[src/rtl/full_adder_cell.sv]
// WIDTH-bit ripple-carry adder built from per-bit full-adder gates, with a
// combinational result and a registered copy plus valid flag.
module full_adder_cell #(
  parameter int WIDTH = 1
) (
  input  logic             clk,
  input  logic             rst,
  input  logic             en,
  input  logic [WIDTH-1:0] a,
  input  logic [WIDTH-1:0] b,
  input  logic             ci,
  output logic [WIDTH-1:0] sum,
  output logic             co,
  output logic [WIDTH-1:0] sum_q,
  output logic             co_q,
  output logic             q_valid
);

  // Per-bit nets keep fixed names so they can be probed hierarchically.
  logic [WIDTH-1:0] wire_1;
  logic [WIDTH-1:0] wire_2;
  logic [WIDTH-1:0] wire_3;
  logic [WIDTH:0]   c;

  assign c[0] = ci;

  genvar i;
  generate
    for (i = 0; i < WIDTH; i++) begin : g_bit
      assign wire_1[i] = a[i] ^ b[i];
      assign wire_2[i] = wire_1[i] & c[i];
      assign wire_3[i] = a[i] & b[i];
      assign c[i+1]    = wire_2[i] | wire_3[i];
      assign sum[i]    = wire_1[i] ^ c[i];
    end
  endgenerate

  assign co = c[WIDTH];

  always_ff @(posedge clk) begin
    if (rst) begin
      sum_q   <= '0;
      co_q    <= 1'b0;
      q_valid <= 1'b0;
    end else if (en) begin
      sum_q   <= sum;
      co_q    <= co;
      q_valid <= 1'b1;
    end
  end

endmodule

[config.mk]
export PLATFORM = sky130hd
export DESIGN_NAME = full_adder_cell
export DESIGN_NICKNAME = d
export VERILOG_FILES = /design/src/rtl/full_adder_cell.sv
export SDC_FILE = /design/constraint.sdc
export NUM_CORES = 1
export LEC_CHECK = 0
export CAP_MARGIN = 25
export CORE_AREA = 2 2 39 41
export CTS_CLUSTER_SIZE = 28
export DETAILED_ROUTE_END_ITERATION = 8
export DIE_AREA = 0 0 41 43
export PLACE_DENSITY = 0.43
export SLEW_MARGIN = 20
export SYNTH_ARGS = -nofsm -noshare
export SYNTH_HDL_FRONTEND = slang
export SYNTH_SLANG_ARGS = --single-unit
[constraint.sdc]
create_clock -name clk -period 1.9 [get_ports clk]
set_input_delay 0.38 -clock clk [delete_from_list [all_inputs] [get_ports clk]]
set_output_delay 0.38 -clock clk [all_outputs]
set_load 0.02 [all_outputs]
After elaboration in Yosys (flattened, before gate mapping)
Index checks and enable logic that the tools add are counted.
{ "word_totals": {"reg_bits": 3, "in_bits": 6, "output_inout_bits": 5, "wordCells": 8} }
{ "op_classes": {"bitwise": 5} }
{ "ops": {"columns": ["cell", "count"], "rows": [
  ["1-bit bitwise AND", 2],
  ["1-bit bitwise XOR", 2],
  ["1-bit bitwise OR", 1]
]} }

Logic depth before layout (Yosys ltp)
Gate-level depths: netlist (run 1).
{ "logic_depth": {"word_depth": 3, "depth_mapped": 3, "ltp_nobuf": 3} }

Worst setup path before layout (run 1)
OpenSTA, ideal clock, no wires.
{ "synth_path": {"kind": "input to output", "start": "input port a", "end": "output port sum", "arrival_time_ns": 1.037, "required_time_ns": 1.520, "setup_slack_ns": 0.483, "path_stages": 1, "n_path_buf": 0, "cell_sequence": "fa_1"} }
{ "synth_between": {"elab_chain_len": 2} }
{ "synth_rtl": {"columns": ["item", "line", "rtl"], "rows": [
  ["start: declaration", "9", "input logic [WIDTH-1:0] a,"],
  ["1-bit bitwise XOR", "30", "assign wire_1[i] = a[i] ^ b[i];"],
  ["1-bit bitwise XOR", "34", "assign sum[i] = wire_1[i] ^ c[i];"],
  ["end: declaration", "12", "output logic [WIDTH-1:0] sum,"]
]} }
No other way between the ends.

Worst setup path in the final report (run 1)
{ "layout_path": {"start": "input port b", "end": "output port sum"} }
{ "layout_between": {"elab_chain_len": 2} }
{ "layout_rtl": {"columns": ["item", "line", "rtl"], "rows": [
  ["start: declaration", "10", "input logic [WIDTH-1:0] b,"],
  ["1-bit bitwise XOR", "30", null],
  ["1-bit bitwise XOR", "34", null]
]} }
No other way between the ends.

==> results of run 1 <==
flip-flops by register name (all words and copies together), names as in the netlist:
name     flops
co_q         1
q_valid      1
sum_q        1
cell usage after synthesis, drive strengths merged:
cell type | instances | area [µm²]
nor2 | 4 | 15.0
dfxtp | 3 | 60.1
mux2i | 2 | 20.0
fa | 1 | 20.0
cells in the final DEF, fill, tap and decap left out:
| master | instances |
|---|---|
| sky130_fd_sc_hd__buf_4 | 1 |
| sky130_fd_sc_hd__buf_6 | 1 |
| sky130_fd_sc_hd__clkbuf_1 | 1 |
| sky130_fd_sc_hd__clkbuf_4 | 3 |
| sky130_fd_sc_hd__clkdlybuf4s15_2 | 1 |
| sky130_fd_sc_hd__clkdlybuf4s50_1 | 6 |
| sky130_fd_sc_hd__dfxtp_1 | 3 |
| sky130_fd_sc_hd__dlygate4sd2_1 | 1 |
| sky130_fd_sc_hd__dlymetal6s2s_1 | 1 |
| sky130_fd_sc_hd__fa_1 | 1 |
| sky130_fd_sc_hd__mux2i_1 | 2 |
| sky130_fd_sc_hd__nor2_1 | 4 |
worst reg2reg max path, cell delays in order, from the launching register on:
cell and delay (ns):
sky130_fd_sc_hd__dfxtp_1 0.30, sky130_fd_sc_hd__mux2i_1 0.13, sky130_fd_sc_hd__nor2_1 0.06
worst max path at each step:
stage | startpoint | to | slack, ns | cells past startpoint
floorplan | a | sum | 0.48 | 1
global placement | a | sum | -0.48 | 3
detailed placement | a | sum | -0.49 | 3
CTS | b | sum | 0.0007 | 3
global route | b | sum | 0.02 | 3
finish | b | sum | 0.04 | 3
power breakdown:
part | switching (mW) | leakage [nW] | internal (mW)
clock network | 0.0351 | 0.0150 | 0.0789
logic | 0.0267 | 0.0833 | 0.0326
registers | 0.00222 | 0.0249 | 0.0683
logic make-up (layout without fill, tap and decap cells):
family | count (synthesis) | after routing | synth area share
flops | 3 | 3 | 0.522
buf+inv | 0 | 15 | 0
mux | 2 | 2 | 0.174
fa+ha+maj | 1 | 1 | 0.174
simple gates | 4 | 4 | 0.130
through the flow:
stage / cells / utilization / setup TNS [ns]
after floorplan: 10 / - / 0
after global placement: 37 / 0.175 / -0.763
after detailed placement: 37 / 0.175 / -0.766
after CTS: 41 / 0.195 / 0
after global routing: 41 / 0.197 / 0
final: 41 / 0.197 / 0
per-layer routing:
| metal | GRT usage | share of wire |
|---|---|---|
| met1 | 0.0548 | 0.52 |
| met2 | 0.0500 | 0.26 |
| met3 | 0.0471 | 0.18 |
| met4 | 0.0600 | 0.030 |
| met5 | 0 | 0 |
final cells by class:
class | count | share of cell area
clock buffer | 4 | 0.0963
multi-input combinational | 7 | 0.202
sequential | 3 | 0.220
tap | 16 | 0.0734
timing repair buffer | 11 | 0.408
what timing repair did:
action | CTS | global route
buffers inserted | 0 | 0
pin swaps | 1 | 1
endpoints found under the setup margin | 2 | 2
gates resized for setup | 10 | 1
==> Flow_metrics.wiki, run 1 <==
{| class="wikitable"
! Metric !! Value
|-
| Status || complete, no violations
|-
| Hold violation count in the final report || 0
|-
| # port buffers || 10
|-
| Leakage power figure || 0.123 nW
|-
| Storage element area || 60.1 µm²
|-
| Final Power || 0.244 mW
|-
| Fin crit share || 0.978
|-
| Area growth, synth to finish || 137%
|-
| Final worst slack || 0.0426 ns
|-
| Critical path type || input port to output port
|-
| Critical path buffer and inverter count || 2
|-
| Setup repair after global routing missed its margin || false
|-
| End point of the worst hold path || q_valid
|-
| Total Routing Usage GR || 0.0513
|-
| Critical path's slowest cell || sky130_fd_sc_hd__fa_1
|-
| VDD IR max || 0.345 mV
|-
| Peak Freq || 0.538 GHz
|-
| Post-synth cell types || 4
|-
| Final Cell Area || 273 µm²
|-
| Via density || 3.12
|-
| Min-Delay Startpoint || q_valid
|-
| Pin count of the biggest net entering global routing || 4
|-
| Startpoint of the most critical register-to-register path || sum_q
|-
| Final weighted congestion in routability-driven placement || 0.562
|-
| DIE WIDTH || 41 µm
|-
| Post-Syn Instances || 10
|-
| Worst setup slack after placement || -0.486 ns
|-
| Clock tree buffer depth || 2
|-
| Number of DRC violations after detailed-routing iteration 0 || 2
|-
| Num rows || 14
|-
| Clock insertion delay at the later pin of the skew report || 0.23 ns
|-
| Syn Nets || 17
|-
| Worst reg-to-reg path cell count || 2
|-
| Slew at the pin closest to its max-slew limit || 0.225 ns
|-
| Number of failing setup endpoints in the final timing report || 0
|-
| Worst EP required || 1.52 ns
|-
| Share of cells above drive strength 1 || 0.240
|-
| Final-stage net count || 33
|-
| # fillers || 154
|-
| Power density normalized to cell area || 894 nW/µm²
|-
| Post-synthesis area per instance || 11.5 µm²
|-
| Worst slew margin relative to its limit || 0.850
|-
| Number of routed nets with antenna violations || 0
|-
| Clock buffers created by TritonCTS || 3
|-
| Worst-path clk slew || 0.04 ns
|-
| Die ar. || 1760 µm²
|-
| Hold Path Class || flip-flop to flip-flop
|-
| Number of max-slew violations in the final report || 0
|-
| Clk sink count || 3
|-
| Initial antenna violation count || 0
|-
| Core area || 1380 µm²
|-
| Register bit total from synthesis || 3
|-
| Critical path startpoint category || input port
|-
| Cell chosen for the clock root || sky130_fd_sc_hd__clkbuf_4
|-
| Total number of vias || 128
|-
| Post-placement cell area || 243 µm²
|-
| Number of DRC violations after detailed routing || 0
|-
| Reg2Reg Setup Slack || 1.30 ns
|-
| Initial standard-cell utilization of the core || 0.0832
|-
| Crit end category || output port
|-
| Warning count from the yosys run || 0
|-
| Endpoint of the most critical register-to-register path || sum_q
|-
| Worst EP arrival || 1.48 ns
|-
| Max Fanout on Critical Path || 2
|-
| First-pass GRT wire length || 531 µm
|-
| # H-tree levels || 1
|-
| Post-Synthesis Cell Area || 115 µm²
|-
| Hold slack || 0.460 ns
|-
| 1st-pass router iterations || 2
|-
| Remaining global-route overflow || 0
|-
| Inserted Diodes || 0
|-
| TritonCTS clock tree || yes
|-
| Floorplan die height || 43 µm
|-
| Wire length reported by the detailed router || 336 µm
|-
| Largest stage delay on the critical path || 0.54 ns
|-
| Cell breakdown of the critical path || clkdlybuf4s50_1, fa_1, buf_6
|-
| Post-cts hold buffer count || 0
|-
| Part of the Yosys area used for sequential elements || 0.522
|-
| Routed wirelength normalized by instance count || 8.20 µm
|-
| Area of the multi-input gates || 55.1 µm²
|-
| Final critical path time including I/O delays and setup || 1.86 ns
|-
| Number of global-route vias before repair || 133
|-
| Worst Clk Skew || 0 ns
|-
| Maximum Capacitance Violations || 0
|-
| Top-level port count || 11
|-
| Worst path top cell family by delay || buffers and inverters
|-
| Number of cells on the worst hold path || 2
|}
Note: power is estimated with default switching activity, not from simulation.
==> inputs of run 2 (changes only) <==
--- a/config.mk
+++ b/config.mk
@@ -10,6 +10,7 @@
 export CTS_CLUSTER_SIZE = 28
 export DETAILED_ROUTE_END_ITERATION = 8
 export DIE_AREA = 0 0 41 43
+export GPL_ROUTABILITY_DRIVEN = 0
 export PLACE_DENSITY = 0.43
 export SLEW_MARGIN = 20
 export SYNTH_ARGS = -nofsm -noshare
==> results of run 2 <==
The final DEF is identical to that of run 1; final timing and power are the same.
